### src/rtl/demux_pkg.sv
// Shared definitions for the 1-to-4 stream demultiplexer: channel count, select width and
// select decode helper.
package demux_pkg;

  localparam int unsigned NUM_CH = 4;
  localparam int unsigned SEL_W  = 2;

  typedef logic [SEL_W-1:0] ch_idx_t;

  function automatic logic [NUM_CH-1:0] sel_onehot(ch_idx_t idx);
    logic [NUM_CH-1:0] oh;
    oh      = '0;
    oh[idx] = 1'b1;
    return oh;
  endfunction

endpackage

### src/rtl/demux_out_slot.sv
// One output channel: a single-entry valid/ready register plus a wrapping count of words
// delivered to the consumer.
module demux_out_slot #(
  parameter int unsigned DATA_W = 8,
  parameter int unsigned CNT_W  = 8
) (
  input  logic              clk_i,
  input  logic              rst_i,
  input  logic              load_i,
  input  logic [DATA_W-1:0] data_i,
  input  logic              ready_i,
  output logic              valid_o,
  output logic [DATA_W-1:0] data_o,
  output logic [CNT_W-1:0]  count_o
);

  logic              valid_q, valid_d;
  logic [DATA_W-1:0] data_q, data_d;
  logic [CNT_W-1:0]  count_q, count_d;
  logic              drain;

  // The parent only asserts load_i when the slot is empty or draining, so a held word is
  // never overwritten before it is delivered.
  always_comb begin
    drain   = valid_q & ready_i;
    valid_d = load_i | (valid_q & ~ready_i);
    data_d  = load_i ? data_i : data_q;
    count_d = drain ? count_q + CNT_W'(1) : count_q;
  end

  always_ff @(posedge clk_i or posedge rst_i) begin
    if (rst_i) begin
      valid_q <= 1'b0;
      data_q  <= '0;
      count_q <= '0;
    end else begin
      valid_q <= valid_d;
      data_q  <= data_d;
      count_q <= count_d;
    end
  end

  assign valid_o = valid_q;
  assign data_o  = data_q;
  assign count_o = count_q;

endmodule

### src/rtl/demux_1to4_stream.sv
// Registered 1-to-4 stream demultiplexer: steers each accepted input word into the output slot
// chosen by {sb,sa}; only the selected slot can stall the producer.
module demux_1to4_stream
  import demux_pkg::*;
#(
  parameter int unsigned DATA_W = 8,
  parameter int unsigned CNT_W  = 8
) (
  input  logic                     clk,
  input  logic                     rst,
  input  logic                     s_valid,
  output logic                     s_ready,
  input  logic [DATA_W-1:0]        s_data,
  input  logic                     sa,
  input  logic                     sb,
  output logic [NUM_CH-1:0]        m_valid,
  input  logic [NUM_CH-1:0]        m_ready,
  output logic [NUM_CH*DATA_W-1:0] m_data,
  output logic [NUM_CH*CNT_W-1:0]  m_count
);

  ch_idx_t           sel;
  logic [NUM_CH-1:0] sel_oh;
  logic              accept;
  logic [NUM_CH-1:0] load;

  always_comb begin
    sel     = {sb, sa};
    sel_oh  = sel_onehot(sel);
    s_ready = ~rst & (~m_valid[sel] | m_ready[sel]);
    accept  = s_valid & s_ready;
    load    = sel_oh & {NUM_CH{accept}};
  end

  for (genvar k = 0; k < NUM_CH; k++) begin : g_slot
    demux_out_slot #(
      .DATA_W (DATA_W),
      .CNT_W  (CNT_W)
    ) u_slot (
      .clk_i   (clk),
      .rst_i   (rst),
      .load_i  (load[k]),
      .data_i  (s_data),
      .ready_i (m_ready[k]),
      .valid_o (m_valid[k]),
      .data_o  (m_data[k*DATA_W +: DATA_W]),
      .count_o (m_count[k*CNT_W +: CNT_W])
    );
  end

endmodule

### config.mk
export PLATFORM = sky130hd
export DESIGN_NAME = demux_1to4_stream
export DESIGN_NICKNAME = d
export VERILOG_FILES = /design/src/rtl/demux_pkg.sv /design/src/rtl/demux_out_slot.sv /design/src/rtl/demux_1to4_stream.sv
export SDC_FILE = /design/constraint.sdc
export NUM_CORES = 1
export LEC_CHECK = 0
export ABC_AREA = 1
export CAP_MARGIN = 25
export CORE_MARGIN = 1
export CORE_UTILIZATION = 45
export CTS_BUF_LIST = sky130_fd_sc_hd__clkbuf_8
export DETAILED_ROUTE_END_ITERATION = 12
export PLACE_DENSITY = 0.76
export REMOVE_ABC_BUFFERS = 1
export SYNTH_ARGS = -nofsm -noshare
export SYNTH_HDL_FRONTEND = slang
export SYNTH_SLANG_ARGS = --single-unit
### constraint.sdc
create_clock -name clk -period 3.85 [get_ports clk]
set_clock_uncertainty 0.1 [all_clocks]
set_input_delay 1.155 -clock clk [delete_from_list [all_inputs] [get_ports clk]]
set_output_delay 1.155 -clock clk [all_outputs]
set_load 0.02 [all_outputs]
# --- Word level (Yosys, flattened, before mapping) ---
# Cells that the tools add are included.
totals:
  wordCells: 47
  ff_bits: 68
  out_inout_bits: 69
op_classes:
  n_mux: 6
  n_addsub: 4
  magnitude_cmp: 2
  n_reduce_logical: 1
  bitwise_logic: 22
ops:
  columns: ["operator", "n"]
  rows:
  - ["8-bit by 1-bit adder with 8-bit output (second input constant)", 4]
  - ["1-bit AND", 10]
  - ["1-bit inverter", 6]
  - ["1-bit OR", 5]
  - ["4-bit AND", 1]
  - ["1-bit binary-select mux with 2-bit select", 2]
  - ["2-bit by 3-bit < comparator with 1-bit output (second input constant)", 1]
  - ["1-bit 2-to-1 mux", 3]
  - ["1-bit demux with 2-bit select", 1]
  - ["2-bit by 1-bit greater-or-equal comparator with 1-bit output (second input constant)", 1]
  - ["1-bit logical AND", 1]

# --- Depth between registers and ports, before layout ---
logic_depth:
  ltp_word: 8
  depth_mapped: 11
  depth_no_buf: 10

# --- Modules after synthesis ---
# From an unflattened synthesis, not the netlist that was laid out.
unflattened:
  cells_unflattened: 372
  area_unflattened_um2: 3116.7
by_module_without_submodules:
  columns: ["mod", "area_per_inst_um2", "n_inst", "cells_each", "seq_area_each_um2"]
  rows:
  - ["demux_out_slot", 744.5, 4, 85, 425.4]
  - ["demux_1to4_stream", 138.9, 1, 32, 0.0]

# --- Worst setup path before layout ---
# OpenSTA, ideal clock, no wires.
synth_timing:
  path_kind: "input -> register"
  from: "in rst"
  to: "reg g_slot[0].u_slot.valid_q"
  setup_slack_ns: -0.139
  t_arrival_ns: 3.734
  path_stages: 3
  required_time_ns: 3.596
  setup_time_ns: 0.154
  path_cell_list: "clkinv_1 > nand4_1 > o21ai_1"
synth_between:
  elab_chain_cells: 5
synth_lines:
  columns: ["element", "line", "source"]
  rows:
  - ["start: declaration", "demux_1to4_stream.sv:10", "input logic rst,"]
  - ["1-bit inverter", "demux_1to4_stream.sv:30", "s_ready = ~rst & (~m_valid[sel] | m_ready[sel]);"]
  - ["1-bit AND", "demux_1to4_stream.sv:30", null]
  - ["1-bit AND", "demux_1to4_stream.sv:31", "accept = s_valid & s_ready;"]
  - ["4-bit AND", "demux_1to4_stream.sv:32", "load = sel_oh & {NUM_CH{accept}};"]
  - ["1-bit OR", "demux_out_slot.sv:26", "valid_d = load_i | (valid_q & ~ready_i);"]
  - ["net g_slot[0].u_slot.valid_d", "demux_out_slot.sv:17", "logic valid_q, valid_d;"]
  - ["end signal: assignment", "demux_out_slot.sv:37", "valid_q <= valid_d;"]
  - ["end: declaration", "demux_out_slot.sv:17", null]
# The timed path passes the listed nets, and every way through them passes these cells.
# A chain may end at the register's enable or synchronous reset.

# --- Worst setup path after layout ---
layout_timing:
  from: "in sb"
  to: "out s_ready"
layout_between:
  elab_chain_cells: 5
layout_lines:
  columns: ["element", "line", "source"]
  rows:
  - ["start: declaration", "demux_1to4_stream.sv:15", "input logic sb,"]
  - ["1-bit binary-select mux with 2-bit select", "demux_1to4_stream.sv:30", null]
  - ["1-bit 2-to-1 mux (not written as such)", "demux_1to4_stream.sv:30", null]
  - ["1-bit inverter", "demux_1to4_stream.sv:30", null]
  - ["1-bit OR (*)", "demux_1to4_stream.sv:30", null]
  - ["1-bit AND (*)", "demux_1to4_stream.sv:30", null]
  - ["end: declaration", "demux_1to4_stream.sv:12", "output logic s_ready,"]
# Every way passes the cells marked *; elsewhere a longest branch is shown, timed or not. The select of a mux whose other input is x is not followed.

==> results by group <==
Routing
  – Final wirelength: 6510 µm
  – Detailed-route via count: 2397
  – Drt drc: 0
  – DRT Pass-1 Iters: 4
  – ANT nets after route: 0
  – First DRT Iteration DRCs: 98
  – Via density: 4.71
  – Drt wl/cell: 12.8 µm

Floorplan
  – Die ar.: roughly 0.0070 mm²
  – Starting Density: between 40% and 50%
  – Die height: 83.7 µm
  – IO Count: 86
  – Row count: 29
  – Core ar.: around 0.0064 mm²
  – Die Width: 83.7 µm

Logic synthesis
  – Register area share after synthesis: 56.7%
  – Syn avg cell area: between 9 and 10 µm²
  – Post-synth cell types: 26
  – Syn. warnings: 0
  – Post-Syn Instances: 325
  – Cell Area, Synth: 0.00300 mm²
  – Register bit total from synthesis: 68

Timing
  – Fin. Hold Viols: 0
  – Pins Over Slew Limit: 0
  – Fmax: 268 MHz
  – Worst hold slack: 372 ps
  – # setup viols final: 0
  – Slew headroom: 58.8%
  – Unrepaired setup endpoints after global routing: no
  – Tmin final: between 3000 and 4000 ps
  – Slew @ Worst Pin: 618 ps
  – Tcrit/Tclk final: 96.9%

Power and ir drop
  – Power per standard cell area: 616 mW/mm²
  – Peak supply drop: 315 µV
  – Leak Pwr: 2.19 nW
  – Total power: ~2.6 mW

Worst setup path
  – Startpoint types: input pin
  – Critical path's slowest cell: clkdlybuf4s50_1
  – CP peak stage delay: 600 ps
  – Req. time, crit path: 2590 ps
  – CP arrival: 2470 ps
  – CP endpoint kind: primary output
  – Crit Path Class: in2out
  – Worst Path Max Fanout: 6
  – Crit-path cells: clkdlybuf4s50_1 -> nand3_1 -> nand2_1 -> nor2_2 -> a21oi_1 -> dlygate4sd2_1

Placed design
  – I/O Buffers: 85
  – Routability-driven placement congestion ratio: 0.922
  – Dpl cell area: 0.00399 mm²
  – Hpwl dp: 4780 µm
  – DP Cell Count: 493

CTS
  – CTS root buf: clkbuf_8
  – H-tree levels: 3
  – Setup bufs post-CTS: 0
  – Clk pin slew, worst setup/hold paths: 70 ps
  – Clock sink count: 68
  – TritonCTS Buffers: 9
  – Clk Latency, worst-skew pair: about 340 ps
  – Bufs on Longest Clock Path: 2
  – CTS tree: built

Cells and area
  – Number of fillers in the final layout: about 530
  – Final design utilization: 66.4%
  – Post-Layout Cell Count: 509
  – Synth-to-layout area growth: 41.2%
  – Finished Cell Area: approximately 0.0042 mm²
  – Ant. Diodes: 0
  – Footprint of the multi-input gates: 0.00114 mm²
  – Final #Nets: approximately 450
  – Layout cells sized above 1: under 10%
  – Commonest non-fill, non-tap cell in the layout: nand2_1
  – Reg area: 0.00170 mm²
  – Most frequent cells in the layout: nand2_1, clkdlybuf4s50_1, dfrtp_1

Job
  – Max Cap Viol: 0

Global route
  – First-pass GRT wire length: 11000 µm
  – Initial antenna violation count: 0
  – Gr usage total: between 20% and 30%
  – Vias in the first global route: between 2000 and 2500
  – Largest net degree at the start of global routing: 51
  – Total grt overflow: 0

Run status
  – Status: completed

Hold path
  – Hold WC Path Type: reg2reg
==> synthesized netlist by cell type <==
library cell,instances,share of area [%]
nand3b_1,1,0.25
inv_1,26,3.3
buf_4,4,1.0
xnor2_1,8,2.3
xor2_1,15,4.4
nand4_1,7,1.5
buf_2,1,0.17
nor3_1,4,0.67
nor2_2,2,0.42
nand2_4,1,0.38
nor2_1,8,1.0
nand3_1,7,1.2
mux2_2,1,0.38
a21oi_1,1,0.17
o21bai_1,2,0.50
nor2_8,4,2.7
nor3b_1,3,0.75
buf_6,1,0.38
nand2_2,1,0.21
nand3_4,1,0.58
clkinv_1,1,0.12
dfrtp_1,68,57
nand2_1,146,18
inv_2,4,0.50
ha_1,4,1.7
o21ai_1,4,0.67
==> state kept, by name, indices dropped and copies added (netlist names) <==
signal	flops
g_slot.u_slot.count_o	32
g_slot.u_slot.valid_o	4
g_slot.u_slot.data_o	32
==> per-stage QoR <==
step	setup slack [ps]	setup TNS, ps
2_1_floorplan	-139	-3920
6_report	121	0
3_3_place_gp	-213	-213
4_1_cts	130	0
3_5_place_dp	-249	-249
5_1_grt	27.0	0
==> routing by layer <==
layer  global-route usage [%]  wire (µm)  part of all wire, %  vias up
met5                        0          0                    0        -
met4                     9.71        119                  1.8        0
met3                     4.75        380                  5.8       11
met2                     31.8       2940                   45       69
met1                     27.0       3070                   47     1117
li1                         -          -                    -     1200
==> path summary, 6_finish.rpt <==
check | start | slack (ps) | depth (start not counted) | to
max in group asynchronous | rst | 1530 | 3 | g_slot[3].u_slot.data_o[1]
max reg2reg | g_slot[2].u_slot.valid_o | 2130 | 9 | g_slot[2].u_slot.data_o[4]
min in group asynchronous | rst | 1110 | 2 | g_slot[0].u_slot.data_o[1]
min reg2reg | g_slot[0].u_slot.count_o[7] | 370 | 1 | g_slot[0].u_slot.count_o[7]
min | g_slot[0].u_slot.count_o[7] | 370 | 1 | g_slot[0].u_slot.count_o[7]
max | sb | 120 | 6 | s_ready
==> cell families (layout without fill, tap and decap cells) <==
| family | Yosys count | count (layout) | share of synthesized area [%] |
|---|---|---|---|
| adders and majority gates | 4 | 4 | 1.67 |
| muxes | 1 | 1 | 0.375 |
| xor gates and xnor gates | 23 | 23 | 6.71 |
| buffers and inverters | 37 | 144 | 5.42 |
| AOI/OAI and AO/OA | 7 | 7 | 1.33 |
| and+or+nand+nor | 185 | 185 | 27.8 |
| DFF | 68 | 68 | 56.7 |
==> what timing repair did <==
action,CTS,global route
resized for setup,2,0
hold buffers,0,0
endpoints found under the setup margin,1,0
==> where the power goes <==
group	internal [mW]	total (mW)	leakage, nW	switching, mW
logic	0.417	0.867	1.19	0.450
clock network	0.448	0.715	0.122	0.268
registers	0.885	1.03	0.871	0.142
total	1.75	2.61	2.19	0.860
==> cell type report <==
type | count | area share, %
clock buffer | 10 | 3.25
tap | 77 | 2.27
inverter | 31 | 2.74
clock inverter | 6 | 2.63
sequential | 68 | 40.1
timing repair buffer | 97 | 22.1
multi-input combinational | 220 | 26.8
==> worst max-delay path: cells and delay by family <==
| family | cells | cell delay [ps] |
|---|---|---|
| buffers and inverters | 2 | 940 |
| AO/OA/AOI/OAI | 1 | 110 |
| AND/OR/NAND/NOR | 3 | 270 |
Note: power is estimated with default switching activity, not from simulation.
